--- config.mk ---
export PLATFORM = sky130hd
export DESIGN_NAME = z3_slave_ctrl_flat
export DESIGN_NICKNAME = d
export VERILOG_FILES = /design/src/rtl/z3_slave_ctrl_pkg.sv /design/src/rtl/z3_slave_ctrl_if.sv /design/src/rtl/z3_sync.sv /design/src/rtl/z3_slave_ctrl.sv /design/src/flat_wrapper.sv
export SDC_FILE = /design/constraint.sdc
export NUM_CORES = 1
export LEC_CHECK = 0
export ABC_AREA = 1
export CAP_MARGIN = 20
export CORE_ASPECT_RATIO = 1.5
export CORE_MARGIN = 4
export CORE_UTILIZATION = 45
export DETAILED_ROUTE_END_ITERATION = 8
export PLACE_DENSITY = 0.82
export REMOVE_ABC_BUFFERS = 1
export SYNTH_ARGS = -nofsm -noshare
export SYNTH_HDL_FRONTEND = slang
export SYNTH_SLANG_ARGS = --single-unit
--- constraint.sdc ---
create_clock -name CLK -period 3.85 [get_ports CLK]
set_clock_uncertainty 0.15 [all_clocks]
set_input_delay 0.385 -clock CLK [delete_from_list [all_inputs] [get_ports CLK]]
set_output_delay 0.385 -clock CLK [all_outputs]
set_load 0.05 [all_outputs]
--- src/rtl/z3_slave_ctrl_pkg.sv ---
// Shared definitions for the Zorro III slave cycle controller.
package z3_slave_ctrl_pkg;

  // FSM state encodings (3-bit, legacy-compatible values)
  localparam logic [2:0] ST_IDLE   = 3'd0;
  localparam logic [2:0] ST_ADDR   = 3'd1;
  localparam logic [2:0] ST_DATA   = 3'd2;
  localparam logic [2:0] ST_ACK    = 3'd3;
  localparam logic [2:0] ST_IGNORE = 3'd4;

  // A[31:16] of the Zorro III autoconfig space
  localparam logic [15:0] AC_BASE_DEFAULT = 16'hFF00;

  // Autoconfig register offsets as seen on ADDRL
  localparam logic [5:0] EC_BASEADDR = 6'h11;
  localparam logic [5:0] EC_SHUTUP   = 6'h13;

  // Which target a decoded cycle belongs to
  typedef enum logic {
    TGT_AC   = 1'b0,
    TGT_SCSI = 1'b1
  } tgt_e;

  // 16-bit counter increment that sticks at all-ones
  function automatic logic [15:0] sat_inc16(input logic [15:0] v);
    return (v == 16'hFFFF) ? v : v + 16'd1;
  endfunction

endpackage

--- src/rtl/z3_slave_ctrl_if.sv ---
// Zorro III bus-side signals seen by the slave controller.
interface z3_slave_ctrl_if;
  import z3_slave_ctrl_pkg::*;

  logic        FCS_n;
  logic [3:0]  DS_n;
  logic [29:0] A;
  logic        READ;
  logic        CFGIN_n;
  logic        SLAVE_n;
  logic        DTACK_n;

  modport master (
    output FCS_n, DS_n, A, READ, CFGIN_n,
    input  SLAVE_n, DTACK_n
  );

  modport slave (
    input  FCS_n, DS_n, A, READ, CFGIN_n,
    output SLAVE_n, DTACK_n
  );
endinterface

--- src/rtl/z3_sync.sv ---
// Multi-flop synchroniser for an asynchronous, idle-high bus control line.
module z3_sync #(
  parameter int STAGES = 2
) (
  input  logic clk,
  input  logic rst_n,
  input  logic d,
  output logic q
);
  import z3_slave_ctrl_pkg::*;

  logic [STAGES-1:0] ff;

  // Shift chain; resets to the idle (high) level so no false edge is seen after reset
  always_ff @(posedge clk or negedge rst_n) begin
    if (!rst_n) ff <= '1;
    else        ff <= {ff[STAGES-2:0], d};
  end

  assign q = ff[STAGES-1];
endmodule

--- src/rtl/z3_slave_ctrl.sv ---
// Zorro III slave cycle controller: decodes autoconfig / SCSI register cycles,
// strobes the selected target and turns its ack into DTACK_n/SLAVE_n.
module z3_slave_ctrl
  import z3_slave_ctrl_pkg::*;
#(
  parameter int          SYNC_STAGES    = 2,
  parameter int          TIMEOUT_CYCLES = 64,
  parameter logic [15:0] AC_BASE        = AC_BASE_DEFAULT
) (
  input  logic                 CLK,
  input  logic                 RESET_n,
  z3_slave_ctrl_if.slave       bus,
  input  logic                 configured,
  input  logic                 shutup,
  input  logic [7:0]           scsi_base_addr,
  input  logic                 ac_dtack,
  input  logic                 scsi_dtack,
  output logic                 autoconfig_cycle,
  output logic                 scsi_cycle,
  output logic [6:0]           ADDRL,
  output logic                 timeout_err
);

  localparam logic [15:0] TO_LAST = 16'(TIMEOUT_CYCLES - 1);

  logic        fcs_s;
  logic        ds_any_s;
  logic        fcs_prev;
  logic        fcs_fall;
  logic        ac_hit;
  logic        scsi_hit;
  logic        sel_ack;
  logic [2:0]  state;
  tgt_e        sel;
  logic [15:0] cnt;
  logic        slave_q;
  logic        dtack_q;

  z3_sync #(.STAGES(SYNC_STAGES)) u_sync_fcs (
    .clk   (CLK),
    .rst_n (RESET_n),
    .d     (bus.FCS_n),
    .q     (fcs_s)
  );

  // ds_any_s is high only while every data strobe is released
  z3_sync #(.STAGES(SYNC_STAGES)) u_sync_ds (
    .clk   (CLK),
    .rst_n (RESET_n),
    .d     (&bus.DS_n),
    .q     (ds_any_s)
  );

  assign fcs_fall = fcs_prev && !fcs_s;

  // Address decode on A[31:2]; bit 29 of A is address bit 31
  assign ac_hit   = (bus.A[29:14] == AC_BASE) && !bus.CFGIN_n && !configured && !shutup;
  assign scsi_hit = configured && (bus.A[29:22] == scsi_base_addr);

  // Only the target latched at decode may complete the cycle
  assign sel_ack = (sel == TGT_AC) ? ac_dtack : scsi_dtack;

  assign bus.SLAVE_n = slave_q;
  assign bus.DTACK_n = dtack_q;

  // Cycle FSM with all bus and target outputs registered
  always_ff @(posedge CLK or negedge RESET_n) begin
    if (!RESET_n) begin
      state            <= ST_IDLE;
      sel              <= TGT_AC;
      cnt              <= '0;
      fcs_prev         <= 1'b1;
      ADDRL            <= '0;
      slave_q          <= 1'b1;
      dtack_q          <= 1'b1;
      autoconfig_cycle <= 1'b0;
      scsi_cycle       <= 1'b0;
      timeout_err      <= 1'b0;
    end else begin
      fcs_prev    <= fcs_s;
      timeout_err <= 1'b0;
      case (state)
        ST_IDLE: begin
          if (fcs_fall) begin
            if (ac_hit || scsi_hit) begin
              ADDRL   <= {bus.A[6], bus.A[5:0]};
              sel     <= ac_hit ? TGT_AC : TGT_SCSI;
              slave_q <= 1'b0;
              state   <= ST_ADDR;
            end else begin
              state   <= ST_IGNORE;
            end
          end
        end
        ST_ADDR: begin
          if (fcs_s) begin
            slave_q <= 1'b1;
            state   <= ST_IDLE;
          end else if (!ds_any_s) begin
            autoconfig_cycle <= (sel == TGT_AC);
            scsi_cycle       <= (sel == TGT_SCSI);
            cnt              <= '0;
            state            <= ST_DATA;
          end
        end
        ST_DATA: begin
          if (fcs_s) begin
            autoconfig_cycle <= 1'b0;
            scsi_cycle       <= 1'b0;
            slave_q          <= 1'b1;
            state            <= ST_IDLE;
          end else if (sel_ack) begin
            autoconfig_cycle <= 1'b0;
            scsi_cycle       <= 1'b0;
            dtack_q          <= 1'b0;
            state            <= ST_ACK;
          end else if (cnt == TO_LAST) begin
            autoconfig_cycle <= 1'b0;
            scsi_cycle       <= 1'b0;
            slave_q          <= 1'b1;
            timeout_err      <= 1'b1;
            state            <= ST_IGNORE;
          end else begin
            cnt <= sat_inc16(cnt);
          end
        end
        ST_ACK: begin
          if (fcs_s) begin
            dtack_q <= 1'b1;
            slave_q <= 1'b1;
            state   <= ST_IDLE;
          end
        end
        ST_IGNORE: begin
          if (fcs_s) state <= ST_IDLE;
        end
        default: begin
          autoconfig_cycle <= 1'b0;
          scsi_cycle       <= 1'b0;
          slave_q          <= 1'b1;
          dtack_q          <= 1'b1;
          state            <= ST_IDLE;
        end
      endcase
    end
  end

endmodule

--- src/flat_wrapper.sv ---
// flat-port wrapper written by rule: the top's interface ports become plain ports
module z3_slave_ctrl_flat import z3_slave_ctrl_pkg::*;
#(
  parameter int          SYNC_STAGES    = 2,
  parameter int          TIMEOUT_CYCLES = 64,
  parameter logic [15:0] AC_BASE        = AC_BASE_DEFAULT
)
  (CLK, RESET_n, configured, shutup, scsi_base_addr, ac_dtack, scsi_dtack, autoconfig_cycle, scsi_cycle, ADDRL, timeout_err, bus_FCS_n, bus_DS_n, bus_A, bus_READ, bus_CFGIN_n, bus_SLAVE_n, bus_DTACK_n);
  z3_slave_ctrl_if bus_i ();
  input  logic CLK;
  input  logic RESET_n;
  input  logic configured;
  input  logic shutup;
  input  logic [7:0] scsi_base_addr;
  input  logic ac_dtack;
  input  logic scsi_dtack;
  output logic autoconfig_cycle;
  output logic scsi_cycle;
  output logic [6:0] ADDRL;
  output logic timeout_err;
  input wire logic [$bits(bus_i.FCS_n)-1:0] bus_FCS_n;
  input wire logic [$bits(bus_i.DS_n)-1:0] bus_DS_n;
  input wire logic [$bits(bus_i.A)-1:0] bus_A;
  input wire logic [$bits(bus_i.READ)-1:0] bus_READ;
  input wire logic [$bits(bus_i.CFGIN_n)-1:0] bus_CFGIN_n;
  output wire logic [$bits(bus_i.SLAVE_n)-1:0] bus_SLAVE_n;
  output wire logic [$bits(bus_i.DTACK_n)-1:0] bus_DTACK_n;
  assign bus_i.FCS_n = bus_FCS_n;
  assign bus_i.DS_n = bus_DS_n;
  assign bus_i.A = bus_A;
  assign bus_i.READ = bus_READ;
  assign bus_i.CFGIN_n = bus_CFGIN_n;
  assign bus_SLAVE_n = bus_i.SLAVE_n;
  assign bus_DTACK_n = bus_i.DTACK_n;
  z3_slave_ctrl #(.SYNC_STAGES(SYNC_STAGES), .TIMEOUT_CYCLES(TIMEOUT_CYCLES), .AC_BASE(AC_BASE)) u_core (.CLK(CLK), .RESET_n(RESET_n), .bus(bus_i), .configured(configured), .shutup(shutup), .scsi_base_addr(scsi_base_addr), .ac_dtack(ac_dtack), .scsi_dtack(scsi_dtack), .autoconfig_cycle(autoconfig_cycle), .scsi_cycle(scsi_cycle), .ADDRL(ADDRL), .timeout_err(timeout_err));
endmodule
; ---- Yosys cells after proc, flatten, opt, wreduce, memory -nomap -nowiden
; Cells that the tools add are included.
[totals]
wordCells = 105
register_bits = 37
input_bits = 51
output_inout_bits = 12
[op_classes]
eq_ne = 24
reduce_logical = 23
n_addsub = 1
mux = 41
bitwise_logic = 4
[op_table]
columns = operator, n
row1 = $mux 16, 6
row2 = $eq 16x16->1 const B, 2
row3 = $pmux 16 s2, 1
row4 = $mux 3, 8
row5 = $mux 1, 21
row6 = $add 16x1->16 const B, 1
row7 = $eq 16x6->1 const B, 1
row8 = $reduce_and 4->1, 4
row9 = $ne 2x2->1 const B, 7
row10 = $pmux 3 s4, 1
row11 = $ne 2x1->1 const B, 5
row12 = $pmux 1 s3, 3
row13 = $eq 8x8->1, 1
row14 = $reduce_and 7->1, 1
row15 = $eq 3x2->1 const B, 2
row16 = $ne 3x3->1 const B, 2
row17 = $reduce_and 6->1, 1
row18 = $reduce_or 3->1, 2
row19 = $logic_and 1x1->1, 5
row20 = $logic_not 1->1, 4
row21 = $ne 4x2->1 const B, 1
row22 = $not 1->1, 4
row23 = $pmux 1 s4, 1
row24 = $reduce_or 2->1, 2
row25 = 7 further kinds, 7

; ---- Logic depth before layout (Yosys ltp)
; Gate-level depths: netlist of the first run.
[logic_depth]
ltp_word = 8
depth_mapped = 12
mapped_depth_nobuf = 12

; ---- By module
; Synthesis of the first run repeated with hierarchy kept, for this count alone.
[hier_totals]
hier_cells = 377
hier_area_um2 = 2508.7
[by_module_without_submodules]
columns = module, n_inst, area_each_um2, seq_area_each_um2, cells_each
row1 = z3_slave_ctrl, 1, 2403.6, 829.5, 373
row2 = z3_sync, 2, 52.6, 52.6, 2

; ---- Worst setup path before layout of the first run
; OpenSTA, ideal clock, no wires.
[synth_timing]
kind = reg2reg
start = register u_core.cnt[0]
end = register u_core.cnt[3]
arrival_time_ns = 1.509
path_stages_with_launch = 10
path_slack_ns = 2.073
path_buffers = 1
required_ns = 3.582
setup_time_ns = 0.118
period_less_slack_ns = 1.777
path_cell_list = dfrtp_1 -> ha_1 -> nand3_2 -> nor2_2 -> nand4_1 -> nand3_4 -> nand2_4 -> buf_6 -> nand2_1 -> o21ai_2
[synth_between]
elab_chain_len = 6
word_cells_on_any_way = 11
classes_between = add/sub (1) / eq/ne (4) / mux (5) / reduce/logical (1)
[synth_rtl]
columns = element, line_no
row1 = from (decl), z3_slave_ctrl.sv:35  ; logic [15:0] cnt;
row2 = from (signal assigned), z3_slave_ctrl.sv:124  ; cnt <= sat_inc16(cnt);
row3 = $add 16x1->16, z3_slave_ctrl_pkg.sv:26  ; return (v == 16'hFFFF) ? v : v + 16'd1;
row4 = $mux 16, z3_slave_ctrl_pkg.sv:26
row5 = $mux 16, z3_slave_ctrl.sv:117  ; end else if (cnt == TO_LAST) begin
row6 = $mux 16, z3_slave_ctrl.sv:112  ; end else if (sel_ack) begin
row7 = $mux 16, z3_slave_ctrl.sv:107  ; if (fcs_s) begin
row8 = $pmux 16 s2, z3_slave_ctrl.sv:82  ; case (state)
; Parallel ways exist; a longest one is shown, timed or not. The select of a mux whose other input is x is not followed.
; A chain may end at the register's enable or synchronous reset.

; ---- Worst setup path in the final report of the first run
[layout_timing]
start = register u_core.state[0]
end = register u_core.state[2]
[layout_between]
elab_chain_len = 4
word_cells_on_any_way = 12
classes_between = eq/ne (8) / mux (1) / reduce/logical (3)
[layout_rtl]
columns = element, line_no
row1 = from (decl), z3_slave_ctrl.sv:33  ; logic [2:0] state;
row2 = from (signal assigned), z3_slave_ctrl.sv:69  ; state <= ST_IDLE;
row3 = from (signal assigned), z3_slave_ctrl.sv:89  ; state <= ST_ADDR;
row4 = from (signal assigned), z3_slave_ctrl.sv:91  ; state <= ST_IGNORE;
row5 = $eq 3x2->1 or $eq 3x3->1 (tied branches), z3_slave_ctrl.sv:82
row6 = $reduce_or 2->1 (no line), -
row7 = $ne 2x1->1 (no line), -
row8 = $reduce_and 4->1 (no line), -
; Parallel ways exist; a longest one is shown, timed or not.

==> impl_metrics.yaml, run 1 <==
status:
  status: "completed"
routing:
  first_pass_iters: 5
  wl_per_cell_um: 12.7
  via_count: 2455
  drt-initial-drc-count: 199
  drc: 0
  postRouteWirelength_um: 6170
  postRouteAntennaNets: 0
  vias_per_cell: 5.07
clock_network:
  clk_pin_slew_ps: 70
  cts_root_buf: "clkbuf_8"
  hold_buffers: 0
  cts_setup_buffers: 0
  post_cts_resized: 0
  clk_latency_ps: 290
  clock_sinks: 37
  tritoncts: "yes"
  cts_buffers: 5
  clockBufferDepth: 2
  htree_levels: 2
logic_synthesis:
  ys.warnings.count: 0
  synth_area_um2: 2440
  syn_inst: 358
  postSynthAreaPerCell_um2: 6.80
  ys_seq_elements: 37
  yosysSeqAreaShare_pct: 38.4
  synth.distinct_cells: 27
  synth_edf_count: 0
  synth_top_flop_cell: "dfrtp_1"
  async_flop_share_pct: 100
layout:
  multi_input_area_um2: 1300
  layout-drive-gt1-share_pct: 8.89
  mostFrequentLayoutCells: "nand2_1, clkdlybuf4s50_1, nor2_1"
  nets: 467
  fillCellCount: 510
  final_common_cell: "nand2_1"
  diodes: 0
  fin_util_pct: 59.7
  seqCellArea_um2: 935
  area_growth_pct: 27.6
floorplanning:
  initial_utilization_pct: 46.8
  die-area_um2: 6680
  core_um2: 5200
  io_pins: 63
  die_width_um: 68.1
  die_h_um: 98.1
  placementRows: 32
critical_path:
  cp-start-kind: "flop"
  endpoint: "u_core.state[2]"
  arrival_ps: 2330
  crit_fanout: 13
  crit_path_end_kind: "flop"
  ff2ff_path_depth: 10
  r2r_slack_ps: 1560
  crit_type: "reg2reg"
  timing.rr.start: "u_core.state[0]"
  worst_ep_required_time_ps: 3880
  crit_start: "u_core.state[0]"
  worstReg2RegEnd: "u_core.state[2]"
power:
  peakVddDrop_uv: 136
  leakage_nw: 1.45
  p_per_area_nw_per_um2: 285
timing:
  worst_slew_pin_slew_ps: 846
  hold_violations: 0
  rsz0062_at_grt: "no"
  max_freq_mhz: 436
  post-route-min-period_ps: 2290
  setup_tns_ps: 0
  finalCritPeriodShare_pct: 59.6
  drv_slew: 0
  timing.slew.headroom_pct: 43.4
  setup-violations-final: 0
global_routing:
  grt_max_degree: 38
  grt_use_met3_pct: 3.57
  grt_antenna_before_repair: 0
  grt_overflow: 0
  grt_pass1_wl_um: 10100
  grtUsageTotal_pct: 19.1
  first_global_vias: 2355
  grtUsageMet2_pct: 35.1
  grt_busiest_layer: "met2"
  grtUsageMet1_pct: 19.8
placement:
  finalWeightedCongestion: 0.915
  io_buffers: 54
  dpl.hpwl_um: 4790
worst_hold_path:
  hold_path.class: "in2async"
job:
  maxCapViolCount: 0
==> synthesized netlist by cell type, types with 2 or more instances <==
| library cell | count | area (um^2) |
|---|---|---|
| xnor2_1 | 3 | 26.3 |
| nor3_1 | 10 | 50.1 |
| o21ai_1 | 10 | 50.1 |
| nor2_2 | 3 | 18.8 |
| buf_6 | 2 | 22.5 |
| nand3_4 | 2 | 35.0 |
| inv_1 | 38 | 143 |
| o21ai_2 | 5 | 43.8 |
| o21ai_0 | 2 | 10.0 |
| inv_2 | 6 | 22.5 |
| nand3_2 | 4 | 40.0 |
| xor2_1 | 9 | 78.8 |
| a21oi_1 | 3 | 15.0 |
| nand2_1 | 124 | 465 |
| dfrtp_1 | 30 | 751 |
| nand4_1 | 15 | 93.8 |
| dfstp_2 | 7 | 184 |
| nor2_1 | 48 | 180 |
| nand3_1 | 29 | 145 |
==> stage by stage <==
stage	setup WS [ps]	area [um^2]	power, mW	hold WS, ps	instances
after floorplan	1990	2400	0.538	-60.6	354
after global placement	1510	3030	0.623	196	476
after detailed placement	1450	3030	0.627	197	476
after CTS	1570	3110	0.892	64.5	484
after global routing	1330	3110	0.933	108	484
final	1560	3110	0.887	38.0	484
==> worst min path at each step <==
stage / start / to / slack (ps) / cells after the start
after detailed placement: u_core.u_sync_ds.ff[0] / u_core.u_sync_ds.ff[1] / 200 / 0
after global routing: RESET_n / u_core.cnt[3] / 110 / 1
after floorplan: RESET_n / u_core.ADDRL[0] / -60 / 0
final: RESET_n / u_core.autoconfig_cycle / 40 / 1
after CTS: RESET_n / u_core.cnt[3] / 60 / 1
after global placement: u_core.u_sync_ds.ff[0] / u_core.u_sync_ds.ff[1] / 200 / 0
==> power breakdown <==
group          internal (mW)  switching [mW]  leakage (nW)
clock                  0.128           0.138        0.0385
sequential             0.405          0.0130         0.490
combinational         0.0802           0.123         0.921
==> area by class of cell <==
class / count / area share, %
Inverter: 45 / 5.43
Multi-Input combinational cell: 272 / 41.9
Sequential cell: 37 / 30.1
Clock inverter: 1 / 0.241
Clock buffer: 7 / 2.45
Timing Repair Buffer: 54 / 17.2
Tap cell: 68 / 2.74
==> critical path, stage by stage, from the launching register on <==
cell     delay [ps]
dfrtp_1         460
inv_2           130
nand2_1         100
nor2_1          650
nand2_1         180
nand2_1         120
nor2_1           40
nand2_1         160
nor2_1           80
nand2_1          70
nand2_1          40
==> per-layer routing <==
| metal | wire length [um] | part of all wire, % | vias to the layer above |
|---|---|---|---|
| li1 | - | - | 1246 |
| met1 | 2280 | 37 | 1121 |
| met2 | 3440 | 56 | 72 |
| met3 | 277 | 4.5 | 16 |
| met4 | 175 | 2.8 | 0 |
| met5 | 0 | 0 | - |
==> logic make-up (layout without fill, tap and decap cells) <==
logic type               count (synthesis)  in the layout  share of synthesized area [%]
XOR/XNOR                                12             12                           4.31
flip-flops                              37             37                           38.4
adder cells (fa/ha/maj)                  1              1                          0.514
AO/OA/AOI/OAI                           21             21                           5.24
AND/OR/NAND/NOR                        238            238                           43.3
buffers and inverters                   49            107                           8.22
==> flip-flops by register name, indices dropped and copies added (netlist names) <==
register	count
u_core.sel	1
u_core.autoconfig_cycle	1
u_core.cnt	16
u_core.bus.SLAVE_n	1
u_core.u_sync_ds.ff	2
u_core.bus.DTACK_n	1
u_core.state	3
u_core.u_sync_fcs.ff	2
u_core.timeout_err	1
u_core.scsi_cycle	1
u_core.fcs_prev	1
u_core.ADDRL	7
Note: power is estimated with default switching activity, not from simulation.
==> inputs of run 2 (changes only) <==
Settings changed: CORE_UTILIZATION 45 to 44, PLACE_DENSITY 0.82 to 0.83.
Clock period 3.85 ns to 1.9 ns, I/O delays scaled along.
==> impl_metrics.yaml, run 2 (synthesis gave the netlist of run 1 again) <==
power:
  leakage_nw: 1.53
  peakVddDrop_uv: 358
  power_frac_comb_pct: 21.8
  p_int_mw: 1.39
  swShare_pct: 29.2
  p_clk_share_pct: 35.2
  pwr-share-seq_pct: 43.0
  p_per_area_nw_per_um2: 603
  p_total_mw: 1.96
  power.switching_mw: 0.573
global_routing:
  first_global_vias: 2456
  grt_overflow: 0
  grtUsageTotal_pct: 19.7
  grt_pass1_wl_um: 10400
  grt_antenna_before_repair: 0
  grt_max_degree: 38
clock_network:
  cts_buffers: 5
  htree_levels: 2
  cts_root_buf: "clkbuf_8"
  clockBufferDepth: 2
  tritoncts: "yes"
  clock_sinks: 37
  clk_pin_slew_ps: 80
  cts_setup_buffers: 0
  clk_latency_ps: 290
critical_path:
  crit_start: "u_core.scsi_cycle"
  endpoint: "scsi_cycle"
  worst_ep_required_time_ps: 1560
  ff2ff_path_depth: 8
  crit_fanout: 2
  worstReg2RegEnd: "u_core.scsi_cycle"
  arrival_ps: 1490
  crit_buf_inv: 1
  worst-path-stages: 1
  worstPathCellList: "clkdlybuf4s50_1"
  cp_slowest_cell: "clkdlybuf4s50_1"
  timing.rr.start: "u_core.cnt[1]"
  slowest_delay_ps: 810
  cp-start-kind: "flop"
  crit_family: "buffers and inverters"
  crit_path_end_kind: "output port"
  r2r_slack_ps: 120
  crit_type: "reg2out"
timing:
  post-route-min-period_ps: 1830
  drv_slew: 0
  timing.slew.headroom_pct: 65.8
  worst_slew_pin_slew_ps: 512
  whs_ps: 155
  max_freq_mhz: 547
  finalCritPeriodShare_pct: 96.2
  hold_violations: 0
  setup-violations-final: 0
  rsz0062_at_grt: "no"
layout:
  final_common_cell: "nand2_1"
  top_regs: "u_core.cnt x16, u_core.ADDRL x7, u_core.state x3"
  multi_input_area_um2: 1320
  mostFrequentLayoutCells: "nand2_1, clkdlybuf4s50_1, nor2_1"
  largest_register_ffs: 16
  area_growth_pct: 33.7
  nets: 481
  fin_util_pct: 62.1
  diodes: 0
  largest_register: "u_core.cnt"
  stdcell_count: 498
  fillCellCount: 471
  seqCellArea_um2: 935
  fin_area_um2: 3260
  layout-drive-gt1-share_pct: 12.6
placement:
  finalWeightedCongestion: 0.882
  dpl.hpwl_um: 4880
  io_buffers: 54
  placed_cells: 489
  dpl_cell_area_um2: 3120
routing:
  via_count: 2495
  first_pass_iters: 4
  postRouteWirelength_um: 6160
  wl_per_cell_um: 12.4
  vias_per_cell: 5.01
  postRouteAntennaNets: 0
  drc: 0
  drt-initial-drc-count: 139
job:
  maxCapViolCount: 0
floorplanning:
  core_um2: 5250
  initial_utilization_pct: 46.4
  placementRows: 32
  die_h_um: 99.1
  die-area_um2: 6820
  die_width_um: 68.8
  io_pins: 63
worst_hold_path:
  hold_path.class: "in2reg"
status:
  status: "completed"
-- run 2: area by class of cell --
cell class              count  area share (%)
clock buffers               5            2.11
clock inverters             3            1.42
inverters                  45            5.19
multi-input cells         272            40.4
flip-flops and latches     37            28.7
well taps                  68            2.61
repair buffers             68            19.6
-- run 2: worst min-delay path by stage --
| stage | slack [ps] | cells past startpoint | to | startpoint |
|---|---|---|---|---|
| 3_5_place_dp | 100 | 2 | u_core.cnt[6] | RESET_n |
| 4_1_cts | 150 | 1 | u_core.u_sync_fcs.ff[0] | bus_FCS_n |
| 5_1_grt | 150 | 1 | u_core.u_sync_fcs.ff[0] | bus_FCS_n |
| 2_1_floorplan | -260 | 0 | u_core.ADDRL[0] | RESET_n |
| 3_3_place_gp | 110 | 2 | u_core.cnt[4] | RESET_n |
| 6_report | 160 | 1 | u_core.u_sync_fcs.ff[0] | bus_FCS_n |
-- run 2: power by group through the flow --
| stage | combinational (mW) | clock [mW] | sequential, mW |
|---|---|---|---|
| final | 0.427 | 0.691 | 0.845 |
| after global routing | 0.472 | 0.745 | 0.850 |
| after global placement | 0.413 | 0 | 0.859 |
| after floorplan | 0.200 | 0 | 0.890 |
| after detailed placement | 0.425 | 0 | 0.859 |
| after CTS | 0.430 | 0.704 | 0.845 |
-- run 2: stage by stage --
step,setup TNS [ps],worst slack (ps)
finish,0,72.1
global route,0,9.00
CTS,0,68.3
detailed placement,-865,-82.5
global placement,-4.29,-2.16
floorplan,0,43.1
-- run 2: what timing repair did --
item	4_1_cts	5_1_grt
hold buffers	1	0
setup endpoints to repair	0	19
resized for setup	0	2
hold endpoints to repair	30	0
-- run 2: per-layer routing --
metal / global-route usage [%] / vias to the layer above / routed length [um]
met1: 19.5 / 1134 / 2210
met4: 10.2 / 0 / 255
met2: 36.1 / 67 / 3400
met3: 4.75 / 19 / 288
met5: 0 / - / 0
li1: - / 1275 / -
==> inputs of run 3 (changes only) <==
Settings changed: CTS_CLUSTER_DIAMETER from default to 50.
==> results of run 3 <==
Final layout, timing and power as in run 2 (identical DEF).
